File: src/rtl/id_stage.sv
// Decode stage: combinational decode of the fetched word, operand forwarding,
// load-use bubble insertion and a registered hand-off to execute.
module id_stage #(
  parameter int XLEN     = 32,
  parameter int FWD_N    = 2,
  parameter int LOAD_LAT = 1
) (
  input  logic                  clk_in,
  input  logic                  rst_n_in,
  input  logic                  inst_valid_in,
  input  logic [31:0]           inst_in,
  input  logic [XLEN-1:0]       inst_addr_in,
  output logic                  inst_ready_out,
  output logic [4:0]            reg1_raddr_out,
  output logic [4:0]            reg2_raddr_out,
  output logic                  reg1_renable_out,
  output logic                  reg2_renable_out,
  input  logic [XLEN-1:0]       rdata1_in,
  input  logic [XLEN-1:0]       rdata2_in,
  input  logic [FWD_N-1:0]      fwd_we_in,
  input  logic [5*FWD_N-1:0]    fwd_waddr_in,
  input  logic [XLEN*FWD_N-1:0] fwd_wdata_in,
  input  logic                  flush_in,
  input  logic                  ex_ready_in,
  output logic                  ex_valid_out,
  output logic [31:0]           inst_out,
  output logic [XLEN-1:0]       inst_addr_out,
  output logic [XLEN-1:0]       op1_out,
  output logic [XLEN-1:0]       op2_out,
  output logic                  reg_we_out,
  output logic [4:0]            reg_waddr_out,
  output logic                  is_load_out,
  output logic                  illegal_out,
  output logic                  stall_out
);

  localparam logic [31:0] NOP       = 32'h0000_0013;
  localparam logic [6:0]  OP_IMM    = 7'b0010011;
  localparam logic [6:0]  OP_REG    = 7'b0110011;
  localparam logic [6:0]  OP_LUI    = 7'b0110111;
  localparam logic [6:0]  OP_AUIPC  = 7'b0010111;
  localparam logic [6:0]  OP_STORE  = 7'b0100011;
  localparam logic [6:0]  OP_BRANCH = 7'b1100011;
  localparam logic [6:0]  OP_LOAD   = 7'b0000011;
  localparam logic [6:0]  OP_JAL    = 7'b1101111;
  localparam logic [6:0]  OP_JALR   = 7'b1100111;

  typedef enum logic {RUN, BUBBLE} state_e;

  // Lowest-index forwarding hit wins; x0 always reads as zero.
  function automatic logic [XLEN-1:0] pick_operand(
    input logic [4:0]            addr,
    input logic [XLEN-1:0]       rdata,
    input logic [FWD_N-1:0]      we,
    input logic [5*FWD_N-1:0]    waddr,
    input logic [XLEN*FWD_N-1:0] wdata
  );
    logic [XLEN-1:0] val;
    val = rdata;
    for (int i = FWD_N - 1; i >= 0; i--) begin
      if (we[i] && (waddr[5*i +: 5] == addr)) val = wdata[XLEN*i +: XLEN];
    end
    if (addr == 5'd0) val = '0;
    return val;
  endfunction

  state_e          state_q;
  logic [1:0]      bub_cnt_q;
  logic            ex_valid_q, we_q, load_q, illegal_q;
  logic [31:0]     inst_q;
  logic [XLEN-1:0] addr_q, op1_q, op2_q;
  logic [4:0]      waddr_q;

  logic [6:0]      opcode;
  logic [4:0]      rd, rs1, rs2;
  logic [XLEN-1:0] imm_i, imm_u, src1, src2;
  logic            rs1_en, rs2_en, we_d, load_d, illegal_d, hazard;
  logic [31:0]     inst_d;
  logic [XLEN-1:0] op1_d, op2_d;
  logic [4:0]      waddr_d;

  assign opcode = inst_in[6:0];
  assign rd     = inst_in[11:7];
  assign rs1    = inst_in[19:15];
  assign rs2    = inst_in[24:20];
  assign imm_i  = {{(XLEN-12){inst_in[31]}}, inst_in[31:20]};
  assign imm_u  = {{(XLEN-20){inst_in[31]}}, inst_in[31:12]} << 12;
  assign src1   = pick_operand(rs1, rdata1_in, fwd_we_in, fwd_waddr_in, fwd_wdata_in);
  assign src2   = pick_operand(rs2, rdata2_in, fwd_we_in, fwd_waddr_in, fwd_wdata_in);

  always_comb begin
    rs1_en    = 1'b0;
    rs2_en    = 1'b0;
    we_d      = 1'b1;
    load_d    = 1'b0;
    illegal_d = 1'b0;
    inst_d    = inst_in;
    op1_d     = '0;
    op2_d     = '0;
    case (opcode)
      OP_IMM:   begin rs1_en = 1'b1; op1_d = src1; op2_d = imm_i; end
      OP_REG:   begin rs1_en = 1'b1; rs2_en = 1'b1; op1_d = src1; op2_d = src2; end
      OP_LUI:   op1_d = imm_u;
      OP_AUIPC: begin op1_d = inst_addr_in; op2_d = imm_u; end
      OP_STORE, OP_BRANCH: begin
        rs1_en = 1'b1; rs2_en = 1'b1; op1_d = src1; op2_d = src2; we_d = 1'b0;
      end
      OP_LOAD:  begin rs1_en = 1'b1; op1_d = src1; load_d = 1'b1; end
      OP_JAL:   ;
      OP_JALR:  begin rs1_en = 1'b1; op1_d = src1; end
      default:  begin inst_d = NOP; we_d = 1'b0; illegal_d = 1'b1; end
    endcase
  end

  assign waddr_d = we_d ? rd : 5'd0;

  assign reg1_raddr_out   = rs1;
  assign reg2_raddr_out   = rs2;
  assign reg1_renable_out = rst_n_in & inst_valid_in & rs1_en;
  assign reg2_renable_out = rst_n_in & inst_valid_in & rs2_en;

  assign hazard = ex_valid_q && load_q && (waddr_q != 5'd0) &&
                  ((reg1_renable_out && (waddr_q == rs1)) ||
                   (reg2_renable_out && (waddr_q == rs2)));

  assign inst_ready_out = rst_n_in && (state_q == RUN) && inst_valid_in && !hazard &&
                          (ex_ready_in || !ex_valid_q) && !flush_in;
  assign stall_out      = rst_n_in && inst_valid_in && !inst_ready_out && !flush_in;

  always_ff @(posedge clk_in) begin
    if (!rst_n_in) begin
      state_q    <= RUN;
      bub_cnt_q  <= 2'd0;
      ex_valid_q <= 1'b0;
      inst_q     <= NOP;
      addr_q     <= '0;
      op1_q      <= '0;
      op2_q      <= '0;
      we_q       <= 1'b0;
      waddr_q    <= 5'd0;
      load_q     <= 1'b0;
      illegal_q  <= 1'b0;
    end else begin
      illegal_q <= 1'b0;
      if (flush_in) begin
        ex_valid_q <= 1'b0;
        state_q    <= RUN;
        bub_cnt_q  <= 2'd0;
      end else if (state_q == BUBBLE) begin
        ex_valid_q <= 1'b0;
        bub_cnt_q  <= bub_cnt_q - 2'd1;
        if (bub_cnt_q == 2'd1) state_q <= RUN;
      end else if (inst_ready_out) begin
        ex_valid_q <= 1'b1;
        inst_q     <= inst_d;
        addr_q     <= inst_addr_in;
        op1_q      <= op1_d;
        op2_q      <= op2_d;
        we_q       <= we_d;
        waddr_q    <= waddr_d;
        load_q     <= load_d;
        illegal_q  <= illegal_d;
      end else if (ex_ready_in || !ex_valid_q) begin
        // Execute drained the register: either nothing to issue or a load-use bubble.
        ex_valid_q <= 1'b0;
        if (hazard) begin
          bub_cnt_q <= 2'(LOAD_LAT - 1);
          state_q   <= (LOAD_LAT > 1) ? BUBBLE : RUN;
        end
      end
    end
  end

  assign ex_valid_out  = ex_valid_q;
  assign inst_out      = inst_q;
  assign inst_addr_out = addr_q;
  assign op1_out       = op1_q;
  assign op2_out       = op2_q;
  assign reg_we_out    = we_q;
  assign reg_waddr_out = waddr_q;
  assign is_load_out   = load_q;
  assign illegal_out   = illegal_q;

endmodule

File: config.mk
export PLATFORM = sky130hd
export DESIGN_NAME = id_stage
export DESIGN_NICKNAME = d
export VERILOG_FILES = /design/src/rtl/id_stage.sv
export SDC_FILE = /design/constraint.sdc
export NUM_CORES = 1
export LEC_CHECK = 0
export BUFFER_PORTS_ARGS = -buffer_cell sky130_fd_sc_hd__buf_2
export CORE_ASPECT_RATIO = 1.5
export CORE_MARGIN = 4
export CORE_UTILIZATION = 35
export CTS_CLUSTER_DIAMETER = 40
export DETAILED_ROUTE_END_ITERATION = 6
export PLACE_DENSITY_LB_ADDON = 0.12
export SLEW_MARGIN = 10
export SYNTH_ARGS = -nofsm -noshare
export SYNTH_HDL_FRONTEND = slang
export SYNTH_SLANG_ARGS = --single-unit
File: constraint.sdc
create_clock -name clk_in -period 3.19 [get_ports clk_in]
set_input_delay 0.4785 -clock clk_in [delete_from_list [all_inputs] [get_ports clk_in]]
set_output_delay 0.4785 -clock clk_in [all_outputs]
set_load 0.02 [all_outputs]
# Yosys cells after proc, flatten, opt, wreduce, memory -nomap -nowiden
# Index checks and enable logic that the tools add are counted.
dict set report word_totals {
  output_inout_bits 151
  regBits 140
  inputBits 209
}
dict set report classes {
  reduce_logical 39
  n_bitwise 7
  addsub 1
  n_eq_ne 17
  mux 22
}
# op n
set op_table {}
lappend op_table {{2-to-1 mux 32 bit} 7}
lappend op_table {{case mux 32 bit (3 select lines)} 2}
lappend op_table {{== test 5 bit} 6}
lappend op_table {{== test 7 x 6 -> 1 bit (second input constant)} 3}
lappend op_table {{== test 7 bit (second input constant)} 3}
lappend op_table {{logical AND 1 bit} 17}
lappend op_table {{== test 7 x 5 -> 1 bit (second input constant)} 2}
lappend op_table {{zero test 5 bit} 2}
lappend op_table {{OR reduction 3 bit} 3}
lappend op_table {{OR reduction 9 bit} 1}
lappend op_table {{2-to-1 mux 1 bit} 8}
lappend op_table {{2-to-1 mux 2 bit} 4}
lappend op_table {{== test 7 x 2 -> 1 bit (second input constant)} 1}
lappend op_table {{OR reduction 7 bit} 1}
lappend op_table {{AND reduction 3 bit} 2}
lappend op_table {{nonzero test 2 bit} 3}
lappend op_table {{OR reduction 6 bit} 1}
lappend op_table {{2-to-1 mux 5 bit} 1}
lappend op_table {{nonzero test 5 bit} 1}
lappend op_table {{zero test 1 bit} 4}
lappend op_table {{NOT 1 bit} 4}
lappend op_table {{OR reduction 4 bit} 1}
lappend op_table {{AND 1 bit} 3}
lappend op_table {{== test 2 x 1 -> 1 bit (second input constant)} 1}
lappend op_table {{other kinds (4)} 5}

# Longest topological paths before layout
# Gate-level depths: netlist of run 1.
dict set report depth {
  depth_word 14
  ltp_mapped 9
  depth_no_buf 7
}

# Worst setup path after synthesis of run 1
# OpenSTA, ideal clock, no wires.
dict set report synth_timing {
  path_kind {input to output}
  startpoint {input inst_in[5]}
  endpoint {output stall_out}
  n_path_buf 3
  path_slack_ns -0.175
  t_arrival_ns 2.886
  t_required_ns 2.711
  cell_stages 8
  cell_sequence {buf_2 -> nand2b_4 -> a2111oi_1 -> and4_1 -> a21oi_4 -> buf_2 -> buf_2 -> nor3b_2}
}
dict set report synth_via {
  elab_chain_cells 14
  elab_cells_between_ends 23
  cone_classes {eq/ne (6); mux (2); bitwise (2); reduce/logical (13)}
}
# item line_no
set synth_rtl {}
lappend synth_rtl {{from (decl)} 11} ;# input logic [31:0] inst_in,
lappend synth_rtl {{== test 7 x 6 -> 1 bit (tied with other cells)} 100} ;# case (opcode)
lappend synth_rtl {{OR reduction 6 bit (no line) (*)} -}
lappend synth_rtl {{2-to-1 mux 1 bit (*)} 100}
lappend synth_rtl {{AND 1 bit (*)} 119} ;# assign reg1_renable_out = rst_n_in & inst_valid_in & rs1_en;
lappend synth_rtl {{net reg1_renable_out} 16} ;# output logic reg1_renable_out,
lappend synth_rtl {{logical AND 1 bit (*)} 123} ;# ((reg1_renable_out && (waddr_q == rs1)) ||
lappend synth_rtl {{logical OR 1 bit (*)} 123}
lappend synth_rtl {{logical AND 1 bit (*)} 122} ;# assign hazard = ex_valid_q && load_q && (waddr_q != 5'd0) &&
lappend synth_rtl {{zero test 1 bit (*)} 126} ;# assign inst_ready_out = rst_n_in && (state_q == RUN) && inst_valid_in && !hazard &&
lappend synth_rtl {{logical AND 1 bit (*) (2 in a row)} 126}
lappend synth_rtl {{logical AND 1 bit (*)} 127} ;# (ex_ready_in || !ex_valid_q) && !flush_in;
lappend synth_rtl {{zero test 1 bit (*)} 128} ;# assign stall_out = rst_n_in && inst_valid_in && !inst_ready_out && !flush_in;
lappend synth_rtl {{logical AND 1 bit (*) (2 in a row)} 128}
lappend synth_rtl {{to (decl)} 34} ;# output logic stall_out
# The timed path passes the listed nets; every way through them passes the cells marked *.

# Worst setup path in the final report of run 1
dict set report layout_timing {
  startpoint {register waddr_q[1] (netlist: reg_waddr_out[1])}
  endpoint {output inst_ready_out}
}
dict set report layout_via {
  elab_chain_cells 8
  elab_cells_between_ends 12
  cone_classes {eq/ne (2); reduce/logical (10)}
}
# item line_no
set layout_rtl {}
lappend layout_rtl {{from (decl)} 72} ;# logic [4:0] waddr_q;
lappend layout_rtl {{from (signal assigned)} 160} ;# waddr_q <= waddr_d;
lappend layout_rtl {{== test 5 bit, on equally long branches} {123, 124}}
lappend layout_rtl {{logical AND 1 bit, on equally long branches} {123, 124}}
lappend layout_rtl {{logical OR 1 bit} 123}
lappend layout_rtl {{logical AND 1 bit (*)} 122}
lappend layout_rtl {{zero test 1 bit (*)} 126}
lappend layout_rtl {{logical AND 1 bit (*) (2 in a row)} 126}
lappend layout_rtl {{logical AND 1 bit (*)} 127}
lappend layout_rtl {{to (decl)} 13} ;# output logic inst_ready_out,
# Every way passes the cells marked *; elsewhere a longest branch is shown, timed or not.

==> reports/metrics.csv, run 1 <==
stage,metric,value,unit
sta,finalHoldViolCount,0,
floorplanning,dieArea,0.02552,mm²
sta,clock.fmax,0.3339,GHz
sta,setup-tns-final,0,ns
grt,grt_pass1_vias,8872,
synth,synth_area,0.008044,mm²
grt,overflow,0,
synth,synthMuxAreaShare,0.08057,
synth,synth_top_family_by_area,compound AO/OA/AOI/OAI gates,
synth,postSynthAreaPerCell,8.548,µm²
grt,grt_pass1_wl,55630,µm
synth,synthXorXnorAreaFrac,0.03158,
pwr,power.switching,0.001366,W
clock_tree,ctsHoldBuffers,0,
sta,rsz0062_at_grt,false,
critical_path,r2r_cells,7,
clock_tree,numCtsBuffers,17,
placement,hpwl,27250,µm
clock_tree,cts.clk_slew.worst_paths,0.06,ns
clock_tree,clock_latency,0.43,ns
synth,synth-adder-area-share,0.001555,
synth,synth_compound_area_frac,0.3416,
synth,synth.distinct_cells,55,
clock_tree,cts_buffer_depth,2,
detailed_routing,ant_nets,0,
grt,antenna_found_initial,1,
min_path,min_delay_path_depth,3,
detailed_routing,firstDrtPassIters,6,
placement,port_buffers,359,
synth,yosysSeqAreaShare,0.3484,
synth,synth_flop_cell,dfxtp_1,
min_path,hp-class,in2reg,
pwr,internal-power,0.003485,W
synth,synth_edf_count,0,
pwr,power_per_cell_area,456.5,mW/mm²
final_layout,utilization,0.4729,
critical_path,crit_required,2.71,ns
sta,setup_viol,0,
sta,fin_crit_sh,0.9387,
sta,min_period,2.995,ns
sta,slew_headroom,0.4767,
sta,tightest_slew,0.7850,ns
grt,grt_max_degree,96,
placement,place.gp.congestion,0.9573,
detailed_routing,wl_per_cell,24.74,µm
clock_tree,ctsResizeCount,0,
detailed_routing,vias,8964,
sta,skew,0.006968,ns
final_layout,final_common_cell,buf_2,
clock_tree,cts_root_buffer,clkbuf_16,
synth,yosys.area_share.simple,0.1224,
final_layout,drive_gt1_frac,0.4067,
sta,slew_viol_final,0,
pwr,p_clk_frac,0.449,
clock_tree,cts_tree,yes,
floorplanning,core,0.02247,mm²
clock_tree,clock-sinks,140,
floorplanning,die_w,131.8,µm
pwr,seqPwrFrac,0.378,
run,cap_viol_max_count,0,
critical_path,end_kind,output port,
pwr,p_comb_frac,0.173,
synth,ys.warnings.count,0,
floorplanning,num_rows,67,
floorplanning,die_y,193.7,µm
clock_tree,post-cts-setup-buffers,0,
status,status,"finished, final reports clean",
synth,synth_top_area_frac,0.3484,
synth,syn_nets,1151,
critical_path,worst_ep_arrival_time,2.52,ns
detailed_routing,avgViaCountPerCell,5.866,
detailed_routing,drc,0,
critical_path,critical_path_class,reg2out,
synth,syn_inst,941,
pwr,p_leak,4.642,nW
floorplanning,start_util,0.3580,
final_layout,nNetsFinal,1446,
detailed_routing,first_iter_violations,900,
critical_path,crit_fanout,12,
synth,async_flop_share,0,
pwr,peakVddDrop,0.3733,mV
floorplanning,io_pins,360,
pwr,swShare,0.2816,
grt,globalRouteTotalUtil,0.2840,
critical_path,start_kind,flop,
final_layout,area_growth,32.07,%
synth,yosys-top-cells-area,"dfxtp_1 35%, a21oi_1 9.2%, a211oi_2 6.1%",
detailed_routing,wl,37810,µm
synth,synth_seq_cells,140,
final_layout,final_cell_mix,"359 x buf_2, 148 x a21oi_1, 140 x dfxtp_1",
clock_tree,h-tree-depth,4,
synth,synth.largest_area_cell,dfxtp_1,
==> worst max-delay path: stages (launching register included) <==
cell and delay, ns:
dfxtp_1 0.38, or4_1 0.53, nor2_1 0.17, o41ai_2 0.14, a21oi_4 0.24, nand2_2 0.09, inv_2 0.28, buf_2 0.24
==> power by group through the flow <==
stage          logic (W)  clock network [W]  registers [W]
2_1_floorplan   0.000393                  0        0.00194
3_3_place_gp    0.000827                  0        0.00187
3_5_place_dp    0.000832                  0        0.00187
4_1_cts         0.000834            0.00222        0.00183
5_1_grt         0.000894            0.00227        0.00184
6_report        0.000838            0.00218        0.00183
==> layer usage <==
metal	wire length [µm]	vias up	global-route usage
met5	0	-	0
met4	1437	0	0.1172
met3	2546	81	0.06438
met2	18240	438	0.4693
met1	15580	4282	0.3573
li1	-	4163	-
==> sequential cells by signal (all words and copies together) (netlist names) <==
signal,count
ex_valid_out,1
inst_out,32
reg_we_out,1
bub_cnt_q,2
state_q,1
op1_out,32
is_load_out,1
op2_out,32
illegal_out,1
inst_addr_out,32
reg_waddr_out,5
==> area by class of cell <==
cell class,instances,area (µm²)
clock inverters,9,160.2
well taps,276,345.3
flip-flops and latches,140,2803
multi-input cells,677,4673
clock buffers,23,478.0
inverters,4,20.02
fillers,2283,11840
repair buffers,396,2137
diodes,3,7.507
==> worst paths after layout <==
| path | slack, ns | to | startpoint |
|---|---|---|---|
| min reg2reg | 0.45 | inst_out[1]$_SDFFE_PN1P_ | inst_out[1]$_SDFFE_PN1P_ |
| max reg2reg | 0.59 | op2_out[21]$_SDFFE_PN0P_ | reg_waddr_out[1]$_SDFFE_PN0P_ |
| min | 0.31 | inst_addr_out[15]$_SDFFE_PN0P_ | inst_addr_in[15] |
| max | 0.20 | inst_ready_out | reg_waddr_out[1]$_SDFFE_PN0P_ |
==> metrics by stage <==
stage          instances  hold WS, ns  instance area (µm²)  total power (W)  setup WS [ns]
2_1_floorplan        941       0.4590                 8049         0.002330         0.1406
5_1_grt             1526       0.3093                10620         0.005003        0.07126
3_3_place_gp        1493       0.4306                 9978         0.002699         0.2978
6_report            1528       0.3088                10620         0.004850         0.1954
3_5_place_dp        1493       0.4385                 9978         0.002703         0.2566
4_1_cts             1525       0.2931                10620         0.004887         0.1809
==> synth_stat cells, drive strengths merged, types with 5 or more instances <==
master / number
a21oi: 149
o21ai: 95
a21o: 24
nand2: 37
o21a: 12
xor2: 13
a211oi: 44
buf: 48
a222oi: 30
mux2: 30
clkbuf: 72
dfxtp: 140
o311a: 21
and2: 6
nor4: 5
mux2i: 31
nand4: 36
nand3: 40
nor2: 34
xnor2: 16
a32oi: 11
==> kinds of logic after synthesis <==
group                    count (synthesis)
adder cells (fa/ha/maj)                  1
multiplexers                            61
flip-flops                             140
AO/OA/AOI/OAI                          398
buffers and inverters                  124
XOR/XNOR                                29
AND/OR/NAND/NOR                        188
No activity file was read; power rests on OpenSTA's default activity.
==> run 2, diff against run 1 <==
--- a/config.mk
+++ b/config.mk
@@ -9,6 +9,7 @@
 export CORE_ASPECT_RATIO = 1.5
 export CORE_MARGIN = 4
 export CORE_UTILIZATION = 35
+export CTS_BUF_LIST = sky130_fd_sc_hd__clkbuf_4
 export CTS_CLUSTER_DIAMETER = 40
 export DETAILED_ROUTE_END_ITERATION = 6
 export PLACE_DENSITY_LB_ADDON = 0.12
==> run 2 against run 1 <==
  * Count of clock-buffer cells in the layout is 3 lower
  * Cell count grew 0.13%
  * Fmax fell by 0.79%
==> reports/metrics.csv, run 2 (same netlist as run 1, synthesis figures left out) <==
stage,metric,value,unit
status,status,"finished, final reports clean",
grt,grt_max_degree,96,
grt,grt_pass1_wl,55630,µm
final_layout,area_growth,28.57,%
sta,rsz0062_at_grt,false,
final_layout,fillers,2328,
placement,place.gp.congestion,0.9573,
critical_path,crit_required,2.71,ns
run,cap_viol_max_count,0,
critical_path,start_kind,flop,
critical_path,r2r-end,op2_out[21]$_SDFFE_PN0P_,
detailed_routing,wl_per_cell,24.66,µm
floorplanning,die_y,193.7,µm
sta,slew_viol_final,0,
pwr,power.total,0.004013,W
sta,slew_headroom,0.4724,
clock_tree,cts.clk_slew.worst_paths,0.13,ns
grt,overflow,0,
detailed_routing,avgViaCountPerCell,5.880,
final_layout,final_cell_mix,"359 x buf_2, 148 x a21oi_1, 139 x dfxtp_1",
critical_path,crit_fanout,12,
grt,grt_pass1_vias,8906,
placement,pre_cts_ws,0.2566,ns
sta,fin_hold_ws,0.1551,ns
pwr,peakVddDrop,0.1827,mV
detailed_routing,ant_nets,0,
sta,timing.final.ws_setup,0.1715,ns
critical_path,r2r_cells,7,
clock_tree,cts_root_buffer,clkbuf_4,
floorplanning,num_rows,67,
floorplanning,dieArea,0.02552,mm²
sta,setup-tns-final,0,ns
detailed_routing,vias,8996,
critical_path,worst_ep_arrival_time,2.54,ns
detailed_routing,drc,0,
critical_path,crit_start,reg_waddr_out[4]$_SDFFE_PN0P_,
pwr,power_per_cell_area,388.1,mW/mm²
sta,tightest_slew,0.7914,ns
grt,globalRouteTotalUtil,0.2834,
pwr,p_leak,4.521,nW
clock_tree,cts_tree,yes,
clock_tree,numCtsBuffers,17,
sta,min_period,3.018,ns
floorplanning,die_w,131.8,µm
floorplanning,start_util,0.3580,
placement,port_buffers,359,
critical_path,critical_path_class,reg2out,
detailed_routing,first_iter_violations,852,
sta,fin_crit_sh,0.9462,
final_layout,utilization,0.4603,
critical_path,endpoint,inst_ready_out,
floorplanning,io_pins,360,
placement,hpwl,27250,µm
clock_tree,cts_buffer_depth,2,
sta,setup_viol,0,
final_layout,nNetsFinal,1448,
critical_path,r2r_start,reg_waddr_out[1]$_SDFFE_PN0P_,
sta,finalHoldViolCount,0,
clock_tree,h-tree-depth,4,
critical_path,r2r_setup_slack,0.59,ns
floorplanning,core,0.02247,mm²
detailed_routing,wl,37730,µm
sta,skew,0.01637,ns
critical_path,end_kind,output port,
clock_tree,clock-sinks,140,
final_layout,drive_gt1_frac,0.4093,
sta,clock.fmax,0.3313,GHz
clock_tree,ctsHoldBuffers,0,
grt,antenna_found_initial,3,
min_path,hp-class,in2reg,
detailed_routing,firstDrtPassIters,7,
final_layout,final_common_cell,buf_2,
clock_tree,clock_latency,0.58,ns
run 2: how the worst min path moves through the flow:
stage	slack, ns	endpoint	cells after the start	from
floorplan	0.46	bub_cnt_q[1]$_SDFFE_PP0P_	2	bub_cnt_q[1]$_SDFFE_PP0P_
global placement	0.43	inst_out[1]$_SDFFE_PN1P_	1	inst_out[1]$_SDFFE_PN1P_
detailed placement	0.44	inst_out[1]$_SDFFE_PN1P_	1	inst_out[1]$_SDFFE_PN1P_
CTS	0.10	reg_waddr_out[1]$_SDFFE_PN0P_	3	inst_in[8]
global route	0.11	reg_waddr_out[4]$_SDFFE_PN0P_	3	inst_in[11]
finish	0.16	inst_addr_out[7]$_SDFFE_PN0P_	3	inst_addr_in[7]
run 2: report_power, final:
group / switching, W / total [W] / internal, W
clock network: 0.000697 / 0.00134 / 0.000641
logic: 0.000534 / 0.000842 / 0.000308
registers: 0.0000291 / 0.00183 / 0.00180
total: 0.00126 / 0.00401 / 0.00275
run 2: per-stage QoR:
step,area (µm²),instances
finish,10340,1530
global route,10340,1530
CTS,10300,1525
detailed placement,9978,1493
global placement,9978,1493
floorplan,8049,941
run 2: repair_timing:
item | in CTS | in global routing
buffers inserted | 0 | 2
resized for setup | 1 | 5
gates cloned | 0 | 0
endpoints found under the setup margin | 1 | 2
pin swaps | 0 | 1
run 2: final cells by class:
class | instances | area, µm² | share of cell area
clock buffer | 20 | 150.1 | 0.01452
sequential | 140 | 2804 | 0.2711
clock inverter | 12 | 171.4 | 0.01657
multi-input combinational | 677 | 4687 | 0.4532
inverter | 4 | 25.02 | 0.002420
timing repair buffer | 398 | 2152 | 0.2081
antenna | 3 | 7.507 | 0.0007259
tap | 276 | 345.3 | 0.03339
run 2: routing by layer:
layer	track usage	wire [µm]	up-vias
met5	0	0	-
met1	0.3532	15200	4287
met2	0.4697	18130	453
met4	0.1152	1627	0
met3	0.06880	2769	91
li1	-	-	4165
run 2: critical path, cell delays in order (launching register included):
cell      delay, ns
dfxtp_2        0.39
xor2_1         0.18
or4_1          0.53
o41ai_4        0.31
a21oi_4        0.09
nand2_2        0.12
clkinv_4       0.15
buf_2          0.20
==> run 3, diff against run 2 <==
--- a/config.mk
+++ b/config.mk
@@ -13,6 +13,7 @@
 export CTS_CLUSTER_DIAMETER = 40
 export DETAILED_ROUTE_END_ITERATION = 6
 export PLACE_DENSITY_LB_ADDON = 0.12
+export SETUP_SLACK_MARGIN = 0.3
 export SLEW_MARGIN = 10
 export SYNTH_ARGS = -nofsm -noshare
 export SYNTH_HDL_FRONTEND = slang
==> constraint.sdc (replaced) <==
create_clock -name clk_in -period 2.72 [get_ports clk_in]
set_input_delay 0.408 -clock clk_in [delete_from_list [all_inputs] [get_ports clk_in]]
set_output_delay 0.408 -clock clk_in [all_outputs]
set_load 0.02 [all_outputs]
==> run 3 against run 2 <==
  * The run now ends with setup timing left
  * Cell count up 2.0%
  * Die area stayed put
  * First-iteration DRC count decreased by 3.9%
  * Wire length is 3.7% higher
  * Critical path depth shrank 1
  * Sequential power grew 17%
  * Flip-flop and latch count unchanged
  * Global-route usage rose by 0.70 points
  * Utilization is 1.5 points higher
  * Critical endpoint is now stall_out
==> reports/metrics.csv, run 3 (same netlist as run 1, synthesis figures left out) <==
stage,metric,value,unit
min_path,hp-class,in2reg,
sta,finalHoldViolCount,0,
status,violations,setup timing,
critical_path,start_kind,flop,
sta,clock.fmax,0.3513,GHz
placement,dp_cells,1514,
clock_tree,h-tree-depth,4,
sta,min_period,2.846,ns
sta,fin_crit_sh,1.046,
detailed_routing,drc,0,
detailed_routing,first_iter_violations,819,
placement,place.gp.congestion,0.9301,
placement,port_buffers,359,
min_path,min_delay_path_depth,3,
clock_tree,cts.clk_slew.worst_paths,0.12,ns
detailed_routing,firstDrtPassIters,7,
final_layout,nNetsFinal,1473,
critical_path,crit_required,2.31,ns
placement,dpl-instance-area,0.01019,mm²
critical_path,end_kind,output port,
sta,skew,0.01486,ns
final_layout,final_common_cell,buf_2,
pwr,peakVddDrop,0.2213,mV
grt,grt_pass1_wl,56940,µm
clock_tree,cts_root_buffer,clkbuf_4,
floorplanning,dieArea,0.02552,mm²
grt,antenna_found_initial,11,
floorplanning,core,0.02247,mm²
clock_tree,clock-sinks,140,
pwr,power.switching,0.001501,W
sta,slew_viol_final,0,
critical_path,r2r_setup_slack,0.31,ns
sta,slew_headroom,0.5469,
grt,grt_pass1_vias,9021,
detailed_routing,avgViaCountPerCell,5.877,
pwr,seqPwrFrac,0.482,
critical_path,worst_ep_arrival_time,2.44,ns
critical_path,critical_path_class,reg2out,
sta,fin_hold_ws,0.08269,ns
detailed_routing,ant_nets,0,
clock_tree,cts_buffer_depth,2,
detailed_routing,wl_per_cell,25.08,µm
final_layout,drive_gt1_frac,0.4373,
pwr,internal-power,0.002970,W
grt,overflow,0,
final_layout,final_area,0.01069,mm²
floorplanning,die_y,193.7,µm
sta,tightest_slew,0.6797,ns
critical_path,r2r_cells,9,
sta,rsz0062_at_grt,true,
run,cap_viol_max_count,0,
clock_tree,cts_tree,yes,
sta,timing.final.ws_setup,-0.1262,ns
pwr,swShare,0.3357,
floorplanning,start_util,0.3580,
placement,hpwl,28460,µm
detailed_routing,wl,39120,µm
clock_tree,ctsHoldBuffers,0,
final_layout,fin_cells,1560,
pwr,p_leak,4.657,nW
sta,setup_viol,2,
clock_tree,numCtsBuffers,17,
pwr,p_clk_frac,0.284,
pwr,power_per_cell_area,418.2,mW/mm²
final_layout,fillers,2393,
final_layout,area_growth,32.88,%
floorplanning,die_w,131.8,µm
grt,globalRouteTotalUtil,0.2904,
clock_tree,clock_latency,0.58,ns
final_layout,final_cell_mix,"357 x buf_2, 138 x dfxtp_1, 131 x a21oi_1",
critical_path,crit_fanout,5,
status,status,"finished, violations left",
sta,setup-tns-final,-0.2464,ns
grt,grt_max_degree,70,
floorplanning,num_rows,67,
floorplanning,io_pins,360,
final_layout,utilization,0.4758,
pwr,p_comb_frac,0.234,
detailed_routing,vias,9168,
## run 3: changes by cell type in the layout (fill, tap and decap cells not counted), sizes merged, moves of 2 or more
cell      previous run  this run
bufinv               4         1
diode                3         8
clkinvlp             3         5
buf                398       421
## run 3: metrics by stage
| step | total power, W | setup WS (ns) |
|---|---|---|
| 6_report | 0.004471 | -0.1262 |
| 5_1_grt | 0.004672 | -0.2300 |
| 4_1_cts | 0.004467 | -0.1701 |
| 3_5_place_dp | 0.003195 | 0.07368 |
| 3_3_place_gp | 0.003189 | 0.1271 |
| 2_1_floorplan | 0.002737 | 0.08280 |
## run 3: what timing repair did
action / 4_1_cts / 5_1_grt
buffers inserted: 2 / 1
pin swaps: 0 / 0
gates resized for setup: 14 / 26
setup endpoints to repair: 63 / 66
gates cloned: 0 / 3
## run 3: cell type report
cell class                      count  area (µm²)  area share
Multi-Input combinational cell    677        4788      0.4480
Clock inverter                     13       102.6    0.009598
Timing Repair Buffer              423        2460      0.2301
Clock buffer                       19       142.6     0.01334
Sequential cell                   140        2805      0.2624
Antenna cell                        8       20.02    0.001873
Inverter                            4       25.02    0.002341
Tap cell                          276       345.3     0.03231
## run 3: final timing paths
check,start,end
max,reg_waddr_out[4]$_SDFFE_PN0P_,stall_out
min,inst_addr_in[13],inst_addr_out[13]$_SDFFE_PN0P_
max reg2reg,reg_waddr_out[4]$_SDFFE_PN0P_,op1_out[30]$_SDFFE_PN0P_
min reg2reg,inst_out[17]$_SDFFE_PN0P_,inst_out[17]$_SDFFE_PN0P_
## run 3: worst max-delay path: stages (launching register included)
cell     delay (ns)
dfxtp_2        0.40
xor2_1         0.19
or4_4          0.51
o41ai_4        0.31
a21oi_4        0.08
nor3b_4        0.23
buf_6          0.15
## run 3: power by group through the flow
| stage | Clock [W] | Sequential, W | Combinational (W) |
|---|---|---|---|
| 3_5_place_dp | 0 | 0.00220 | 0.000999 |
| 4_1_cts | 0.00131 | 0.00215 | 0.00101 |
| 6_report | 0.00127 | 0.00215 | 0.00105 |
| 2_1_floorplan | 0 | 0.00227 | 0.000465 |
| 3_3_place_gp | 0 | 0.00220 | 0.000994 |
| 5_1_grt | 0.00140 | 0.00216 | 0.00111 |
## run 3: metal layers
| metal | up-vias | global-route usage | part of all wire |
|---|---|---|---|
| met2 | 445 | 0.4758 | 0.48 |
| met1 | 4419 | 0.3590 | 0.40 |
| li1 | 4219 | - | - |
| met4 | 6 | 0.1374 | 0.043 |
| met5 | - | 0 | 0.00072 |
| met3 | 79 | 0.06983 | 0.075 |
